File: config.mk
export PLATFORM = sky130hd
export DESIGN_NAME = lsu_req_flat
export DESIGN_NICKNAME = d
export VERILOG_FILES = /design/src/rtl/core_pkg.sv /design/src/rtl/lsu_req_if.sv /design/src/rtl/lsu_align.sv /design/src/rtl/lsu_req.sv /design/src/flat_wrapper.sv
export SDC_FILE = /design/constraint.sdc
export NUM_CORES = 1
export LEC_CHECK = 0
export CORE_MARGIN = 1.5
export CORE_UTILIZATION = 49
export CTS_BUF_LIST = sky130_fd_sc_hd__clkbuf_4 sky130_fd_sc_hd__clkbuf_8
export CTS_CLUSTER_DIAMETER = 50
export CTS_CLUSTER_SIZE = 40
export DETAILED_ROUTE_END_ITERATION = 10
export PLACE_DENSITY = 0.88
export SYNTH_ARGS = -nofsm -noshare
export SYNTH_HDL_FRONTEND = slang
export SYNTH_SLANG_ARGS = --single-unit
File: constraint.sdc
create_clock -name clk -period 6.48 [get_ports clk]
set_input_delay 0.972 -clock clk [delete_from_list [all_inputs] [get_ports clk]]
set_output_delay 0.972 -clock clk [all_outputs]
set_load 0.02 [all_outputs]
File: src/rtl/core_pkg.sv
// Shared core definitions: load/store size encodings, LSU state codes and the
// per-access context captured at acceptance.
package core_pkg;

   localparam logic [2:0] F3_B  = 3'b000;
   localparam logic [2:0] F3_H  = 3'b001;
   localparam logic [2:0] F3_W  = 3'b010;
   localparam logic [2:0] F3_BU = 3'b100;
   localparam logic [2:0] F3_HU = 3'b101;

   localparam logic [1:0] IDLE      = 2'd0;
   localparam logic [1:0] REQ       = 2'd1;
   localparam logic [1:0] WAIT_RESP = 2'd2;
   localparam logic [1:0] RESP      = 2'd3;

   typedef struct packed {
      logic       we;
      logic [1:0] lane;
      logic [2:0] func3;
   } lsu_ctx_t;

   // Byte at little-endian offset lane within a 32-bit word.
   function automatic logic [7:0] pick_byte(input logic [31:0] word, input logic [1:0] lane);
      return word[{lane, 3'b000} +: 8];
   endfunction

endpackage

File: src/rtl/lsu_req_if.sv
// Byte-addressed data memory port: request/grant handshake plus response channel.
interface lsu_req_if;

   logic        mem_req;
   logic        mem_we;
   logic [31:0] mem_addr;
   logic [3:0]  mem_be;
   logic [31:0] mem_wdata;
   logic        mem_gnt;
   logic        mem_rvalid;
   logic [31:0] mem_rdata;

   modport master (
      output mem_req, mem_we, mem_addr, mem_be, mem_wdata,
      input  mem_gnt, mem_rvalid, mem_rdata
   );

   modport slave (
      input  mem_req, mem_we, mem_addr, mem_be, mem_wdata,
      output mem_gnt, mem_rvalid, mem_rdata
   );

endinterface

File: src/rtl/lsu_align.sv
// Size/alignment formatter for byte-addressed accesses: byte enables, lane
// replication of store data, load extraction and legality checks.
module lsu_align
   import core_pkg::*;
(
   input  logic        we,
   input  logic [2:0]  func3,
   input  logic [1:0]  addr,
   input  logic [31:0] wdata,
   input  logic [31:0] rdata,
   output logic [3:0]  be,
   output logic [31:0] wdata_rep,
   output logic [31:0] rdata_ext,
   output logic        misalign,
   output logic        illegal
);

   logic [7:0]  byte_sel;
   logic [15:0] half_sel;

   assign byte_sel = pick_byte(rdata, addr);
   assign half_sel = addr[1] ? rdata[31:16] : rdata[15:0];

   always_comb begin
      // NOTE: every output gets a default before the case, so no path can infer a latch.
      be        = 4'b0000;
      wdata_rep = wdata;
      rdata_ext = 32'h0;
      misalign  = 1'b0;
      illegal   = 1'b0;
      case (func3)
         F3_B: begin
            be        = 4'b0001 << addr;
            wdata_rep = {4{wdata[7:0]}};
            rdata_ext = {{24{byte_sel[7]}}, byte_sel};
         end
         F3_BU: begin
            be        = 4'b0001 << addr;
            wdata_rep = {4{wdata[7:0]}};
            rdata_ext = {24'h0, byte_sel};
            illegal   = we;
         end
         F3_H: begin
            be        = 4'b0011 << addr;
            wdata_rep = {2{wdata[15:0]}};
            rdata_ext = {{16{half_sel[15]}}, half_sel};
            misalign  = addr[0];
         end
         F3_HU: begin
            be        = 4'b0011 << addr;
            wdata_rep = {2{wdata[15:0]}};
            rdata_ext = {16'h0, half_sel};
            misalign  = addr[0];
            illegal   = we;
         end
         F3_W: begin
            be        = 4'b1111;
            rdata_ext = rdata;
            misalign  = |addr;
         end
         default: illegal = 1'b1;
      endcase
   end

endmodule

File: src/rtl/lsu_req.sv
// Single-outstanding load/store initiator: accepts one access from execute,
// drives the data memory port and returns formatted load data or an error.
module lsu_req
   import core_pkg::*;
#(
   parameter int unsigned TIMEOUT = 16   // minimum 2
) (
   input  logic        clk,
   input  logic        rst_n,
   input  logic        req_valid,
   output logic        req_ready,
   input  logic        req_we,
   input  logic [31:0] req_addr,
   input  logic [31:0] req_wdata,
   input  logic [2:0]  req_func3,
   output logic        resp_valid,
   output logic [31:0] resp_rdata,
   output logic        resp_misalign,
   output logic        resp_err,
   lsu_req_if.master   mem
);

   localparam int unsigned WDOG_W = (TIMEOUT > 2) ? $clog2(TIMEOUT) : 1;
   localparam logic [WDOG_W-1:0] WDOG_LAST = WDOG_W'(TIMEOUT - 1);

   logic [1:0]        state_q,    state_d;
   lsu_ctx_t          ctx_q,      ctx_d;
   logic [31:0]       addr_q,     addr_d;
   logic [3:0]        be_q,       be_d;
   logic [31:0]       wdata_q,    wdata_d;
   logic [31:0]       rdata_q,    rdata_d;
   logic              misalign_q, misalign_d;
   logic              err_q,      err_d;
   logic [WDOG_W-1:0] wdog_q,     wdog_d;

   logic        is_idle;
   logic [2:0]  al_func3;
   logic [1:0]  al_addr;
   logic [3:0]  al_be;
   logic [31:0] al_wdata;
   logic [31:0] al_rdata;
   logic        al_misalign;
   logic        al_illegal;

   // Formatter sees the live request while idle, the captured context afterwards.
   assign is_idle  = (state_q == IDLE);
   assign al_func3 = is_idle ? req_func3     : ctx_q.func3;
   assign al_addr  = is_idle ? req_addr[1:0] : ctx_q.lane;

   lsu_align u_align (
      .we        (req_we),
      .func3     (al_func3),
      .addr      (al_addr),
      .wdata     (req_wdata),
      .rdata     (mem.mem_rdata),
      .be        (al_be),
      .wdata_rep (al_wdata),
      .rdata_ext (al_rdata),
      .misalign  (al_misalign),
      .illegal   (al_illegal)
   );

   always_comb begin
      state_d    = state_q;
      ctx_d      = ctx_q;
      addr_d     = addr_q;
      be_d       = be_q;
      wdata_d    = wdata_q;
      rdata_d    = rdata_q;
      misalign_d = misalign_q;
      err_d      = err_q;
      wdog_d     = wdog_q;
      case (state_q)
         IDLE: begin
            if (req_valid) begin
               ctx_d      = '{we: req_we, lane: req_addr[1:0], func3: req_func3};
               addr_d     = {req_addr[31:2], 2'b00};
               be_d       = al_be;
               wdata_d    = al_wdata;
               rdata_d    = 32'h0;
               misalign_d = al_misalign;
               err_d      = al_illegal;
               state_d    = (al_misalign || al_illegal) ? RESP : REQ;
            end
         end
         REQ: begin
            if (mem.mem_gnt) begin
               wdog_d = '0;
               if (mem.mem_rvalid) begin
                  rdata_d = ctx_q.we ? 32'h0 : al_rdata;
                  state_d = RESP;
               end else begin
                  state_d = WAIT_RESP;
               end
            end
         end
         WAIT_RESP: begin
            // A response landing on the timeout cycle takes priority over the abort.
            if (mem.mem_rvalid) begin
               rdata_d = ctx_q.we ? 32'h0 : al_rdata;
               state_d = RESP;
            end else if (wdog_q == WDOG_LAST) begin
               rdata_d = 32'h0;
               err_d   = 1'b1;
               state_d = RESP;
            end else begin
               wdog_d = wdog_q + 1'b1;
            end
         end
         RESP: begin
            rdata_d    = 32'h0;
            misalign_d = 1'b0;
            err_d      = 1'b0;
            state_d    = IDLE;
         end
         default: state_d = IDLE;
      endcase
   end

   // NOTE: non-blocking assignments so every flop samples pre-edge values.
   always_ff @(posedge clk or negedge rst_n) begin
      if (!rst_n) begin
         state_q    <= IDLE;
         ctx_q      <= '0;
         addr_q     <= 32'h0;
         be_q       <= 4'b0000;
         wdata_q    <= 32'h0;
         rdata_q    <= 32'h0;
         misalign_q <= 1'b0;
         err_q      <= 1'b0;
         wdog_q     <= '0;
      end else begin
         state_q    <= state_d;
         ctx_q      <= ctx_d;
         addr_q     <= addr_d;
         be_q       <= be_d;
         wdata_q    <= wdata_d;
         rdata_q    <= rdata_d;
         misalign_q <= misalign_d;
         err_q      <= err_d;
         wdog_q     <= wdog_d;
      end
   end

   assign req_ready     = is_idle;
   assign resp_valid    = (state_q == RESP);
   assign resp_rdata    = resp_valid ? rdata_q : 32'h0;
   assign resp_misalign = resp_valid & misalign_q;
   assign resp_err      = resp_valid & err_q;

   assign mem.mem_req   = (state_q == REQ);
   assign mem.mem_we    = ctx_q.we;
   assign mem.mem_addr  = addr_q;
   assign mem.mem_be    = be_q;
   assign mem.mem_wdata = wdata_q;

endmodule
File: src/flat_wrapper.sv
// flat-port wrapper written by rule: the top's interface ports become plain ports
module lsu_req_flat import core_pkg::*;
#(
   parameter int unsigned TIMEOUT = 16               
)
  (clk, rst_n, req_valid, req_ready, req_we, req_addr, req_wdata, req_func3, resp_valid, resp_rdata, resp_misalign, resp_err, mem_mem_req, mem_mem_we, mem_mem_addr, mem_mem_be, mem_mem_wdata, mem_mem_gnt, mem_mem_rvalid, mem_mem_rdata);
  lsu_req_if mem_i ();
  input  logic clk;
  input  logic rst_n;
  input  logic req_valid;
  output logic req_ready;
  input  logic req_we;
  input  logic [31:0] req_addr;
  input  logic [31:0] req_wdata;
  input  logic [2:0] req_func3;
  output logic resp_valid;
  output logic [31:0] resp_rdata;
  output logic resp_misalign;
  output logic resp_err;
  output wire logic [$bits(mem_i.mem_req)-1:0] mem_mem_req;
  output wire logic [$bits(mem_i.mem_we)-1:0] mem_mem_we;
  output wire logic [$bits(mem_i.mem_addr)-1:0] mem_mem_addr;
  output wire logic [$bits(mem_i.mem_be)-1:0] mem_mem_be;
  output wire logic [$bits(mem_i.mem_wdata)-1:0] mem_mem_wdata;
  input wire logic [$bits(mem_i.mem_gnt)-1:0] mem_mem_gnt;
  input wire logic [$bits(mem_i.mem_rvalid)-1:0] mem_mem_rvalid;
  input wire logic [$bits(mem_i.mem_rdata)-1:0] mem_mem_rdata;
  assign mem_mem_req = mem_i.mem_req;
  assign mem_mem_we = mem_i.mem_we;
  assign mem_mem_addr = mem_i.mem_addr;
  assign mem_mem_be = mem_i.mem_be;
  assign mem_mem_wdata = mem_i.mem_wdata;
  assign mem_i.mem_gnt = mem_mem_gnt;
  assign mem_i.mem_rvalid = mem_mem_rvalid;
  assign mem_i.mem_rdata = mem_mem_rdata;
  lsu_req #(.TIMEOUT(TIMEOUT)) u_core (.clk(clk), .rst_n(rst_n), .req_valid(req_valid), .req_ready(req_ready), .req_we(req_we), .req_addr(req_addr), .req_wdata(req_wdata), .req_func3(req_func3), .resp_valid(resp_valid), .resp_rdata(resp_rdata), .resp_misalign(resp_misalign), .resp_err(resp_err), .mem(mem_i));
endmodule
==> flow_summary.ini <==
[floorplan]
die_x_microns = 109
die_h_microns = 109
ios = 211
rows = 38
dieArea_sq_mm = 0.0120
core-area_sq_mm = 0.0109
start_util = 0.508

[layout]
fin_nets = 815
final_cells = 850
area_delta_synth_final_pct = 41.3
fin_util = 0.717
drive_gt1_frac = 0.111
final_area_sq_mm = 0.00784
num_antenna_cells = 0
final_common_cell = clkdlybuf4s50_1
mostFrequentLayoutCells = clkdlybuf4s50_1, dfrtp_1, nand2_1, mux2_2, o21ai_0

[global_route]
gr-total-overflow = 0
grt_pass1_vias = 4978
antenna_found_initial = 0
met1_usage = 0.338
use_met3 = 0.0848
grt_use_met2 = 0.468
grt_max_degree = 101
grt_usage = 0.278
grt_busiest_layer = met2
grt_pass1_wl_microns = 25300

[yosys]
syn_area_per_cell_sq_um = 10.8
ys_seq_area_frac = 0.505
ys_ff_latch = 112
post-synth-top-area-cell = dfrtp_1
synth_top_flop_cell = dfrtp_1
async_reset_ff_frac = 1.00
syn-instance-count = 516
synth_top_area_share = 0.505
synth_edf_count = 0
synthTopCellsByArea = dfrtp_1, mux2_2, nand2_1, and2_1, o21ai_0
syn_area_sq_mm = 0.00555
synthDistinctLibCells = 54
yosysWarnings = 0

[placement]
gp_congestion = 0.922
port_buffers = 208
dp_hpwl_microns = 12000
dpl_cell_area_sq_mm = 0.00767
dp.cells = 834

[routing]
drcViolationCount = 0
drt_iter0_markers = 274
detail-route-antenna-nets = 0
route.vias.total = 4921
first_pass_iters = 5
vias_per_cell = 5.79
wirelength_microns = 16100
avgRoutedWirePerCell_microns = 19.0

[timing]
drv_slew = 0
finClkSkew_ns = 0.00955
clock.fmax_mhz = 259
hold_viol_final = 0
finalCritPeriodShare = 0.596
rsz0062_at_grt = no
worstMarginPinSlew_ns = 1.12
setup_viol_count_final = 0
min_period_ns = 3.86
relSlewSlack = 0.255
finalSetupTns_ns = 0

[power_and_ir_drop]
leakage_nw = 3.33
ir_worst_vdd_mv = 0.355
p_total_mw = 3.59
powerDensity_mw_per_mm2 = 458

[setup_path]
cpPeakStageDelay_ns = 0.80
worstSetupStartpointType = flip-flop
critPathRequiredTime_ns = 6.79
cp_num_buf_inv = 1
path_delay_family = compound AO/OA/AOI/OAI gates
cp_max_fo = 38
crit_slowest_cell = a2111o_1
crit_type = reg -> reg
crit_chain = inv_1 > ha_1 > nor2b_1 > a2111o_1 > nand3b_1 > a211oi_4 > a221o_1
end_kind = flip-flop
critPathArrivalTime_ns = 4.17

[cts]
cts_setup_buffers = 0
cts.sinks = 112
worst_skew_pair.late_latency_ns = 0.38
postCtsHoldBufs = 0
h-tree-depth = 3
clkTransAtPathRegs_ns = 0.10
cts_tree = built
cts_buffer_depth = 2
postCtsResizedCells = 0
cts_inserted_buffers = 9
root_buffer = clkbuf_8

[hold_path]
hp-class = reg -> reg

[run_status]
outcome = finished clean

[job]
max-cap-violations = 0
==> metal layers <==
layer,vias to the layer above,wire length [microns]
li1,2255,-
met1,2377,6270
met2,255,7910
met3,34,1580
met4,0,386
met5,-,0
==> sequential cells by signal, indices dropped and copies added (netlist names) <==
name,flops
u_core.wdog_q,4
u_core.mem.mem_wdata,32
u_core.mem.mem_be,4
u_core.misalign_q,1
u_core.state_q,2
u_core.rdata_q,32
u_core.ctx_q,5
u_core.mem.mem_addr,30
u_core.err_q,1
u_core.mem.mem_we,1
==> synth_stat cells, types with 6 or more instances <==
| master | count |
|---|---|
| nor2b_1 | 6 |
| dfrtp_1 | 112 |
| o21ai_1 | 8 |
| a21oi_1 | 23 |
| clkbuf_1 | 21 |
| and2_1 | 36 |
| o21ai_0 | 44 |
| a221oi_1 | 13 |
| nor2_1 | 9 |
| mux2_2 | 47 |
| a222oi_1 | 8 |
| nand2_1 | 74 |
| a221o_1 | 16 |
| mux2i_1 | 21 |
==> where the power goes <==
part / leakage (nW) / total, mW / internal (mW) / switching (mW)
registers: 1.42 / 1.16 / 0.984 / 0.181
clock network: 0.0929 / 0.391 / 0.155 / 0.236
logic: 1.81 / 2.03 / 0.930 / 1.10
==> through the flow <==
stage          hold WS (ns)  worst slack, ns
2_1_floorplan         0.442             3.98
6_report              0.486             2.62
3_3_place_gp          0.462             2.51
3_5_place_dp          0.467             2.40
4_1_cts               0.490             2.68
5_1_grt               0.515             2.31
==> area by class of cell <==
| cell class | count | area (sq um) |
|---|---|---|
| multi-input combinational | 366 | 2570 |
| inverter | 5 | 18.8 |
| tap | 140 | 175 |
| fill | 806 | 3090 |
| sequential | 112 | 2800 |
| clock buffer | 11 | 145 |
| timing repair buffer | 211 | 2100 |
| clock inverter | 5 | 31.3 |
==> cells by family after synthesis <==
kind of cell,synth area share
and+or+nand+nor,0.136
AOI/OAI and AO/OA,0.172
DFF,0.505
muxes,0.140
buffers and inverters,0.0343
adders and majority gates,0.0113
other,0.000676
==> worst register-to-register path, delay by kind of cell (launching register included) <==
kind | cells | cell delay [ns]
simple gates | 2 | 1.00
fa+ha+maj | 1 | 0.55
flops | 1 | 0.48
buf+inv | 1 | 0.10
compound gates | 3 | 1.65
==> path summary, 6_finish.rpt <==
kind	slack [ns]	start	depth (start not counted)	endpoint
hold / removal	0.49	u_core.rdata_q[3]	2	u_core.rdata_q[3]
setup reg to reg	2.62	u_core.state_q[0]	7	u_core.rdata_q[20]
setup / recovery	2.62	u_core.state_q[0]	7	u_core.rdata_q[20]
min in group asynchronous	0.57	rst_n	1	u_core.rdata_q[27]
max in group asynchronous	4.60	rst_n	2	u_core.rdata_q[9]
hold reg to reg	0.49	u_core.rdata_q[3]	2	u_core.rdata_q[3]
No activity file was read; power rests on OpenSTA's default activity.
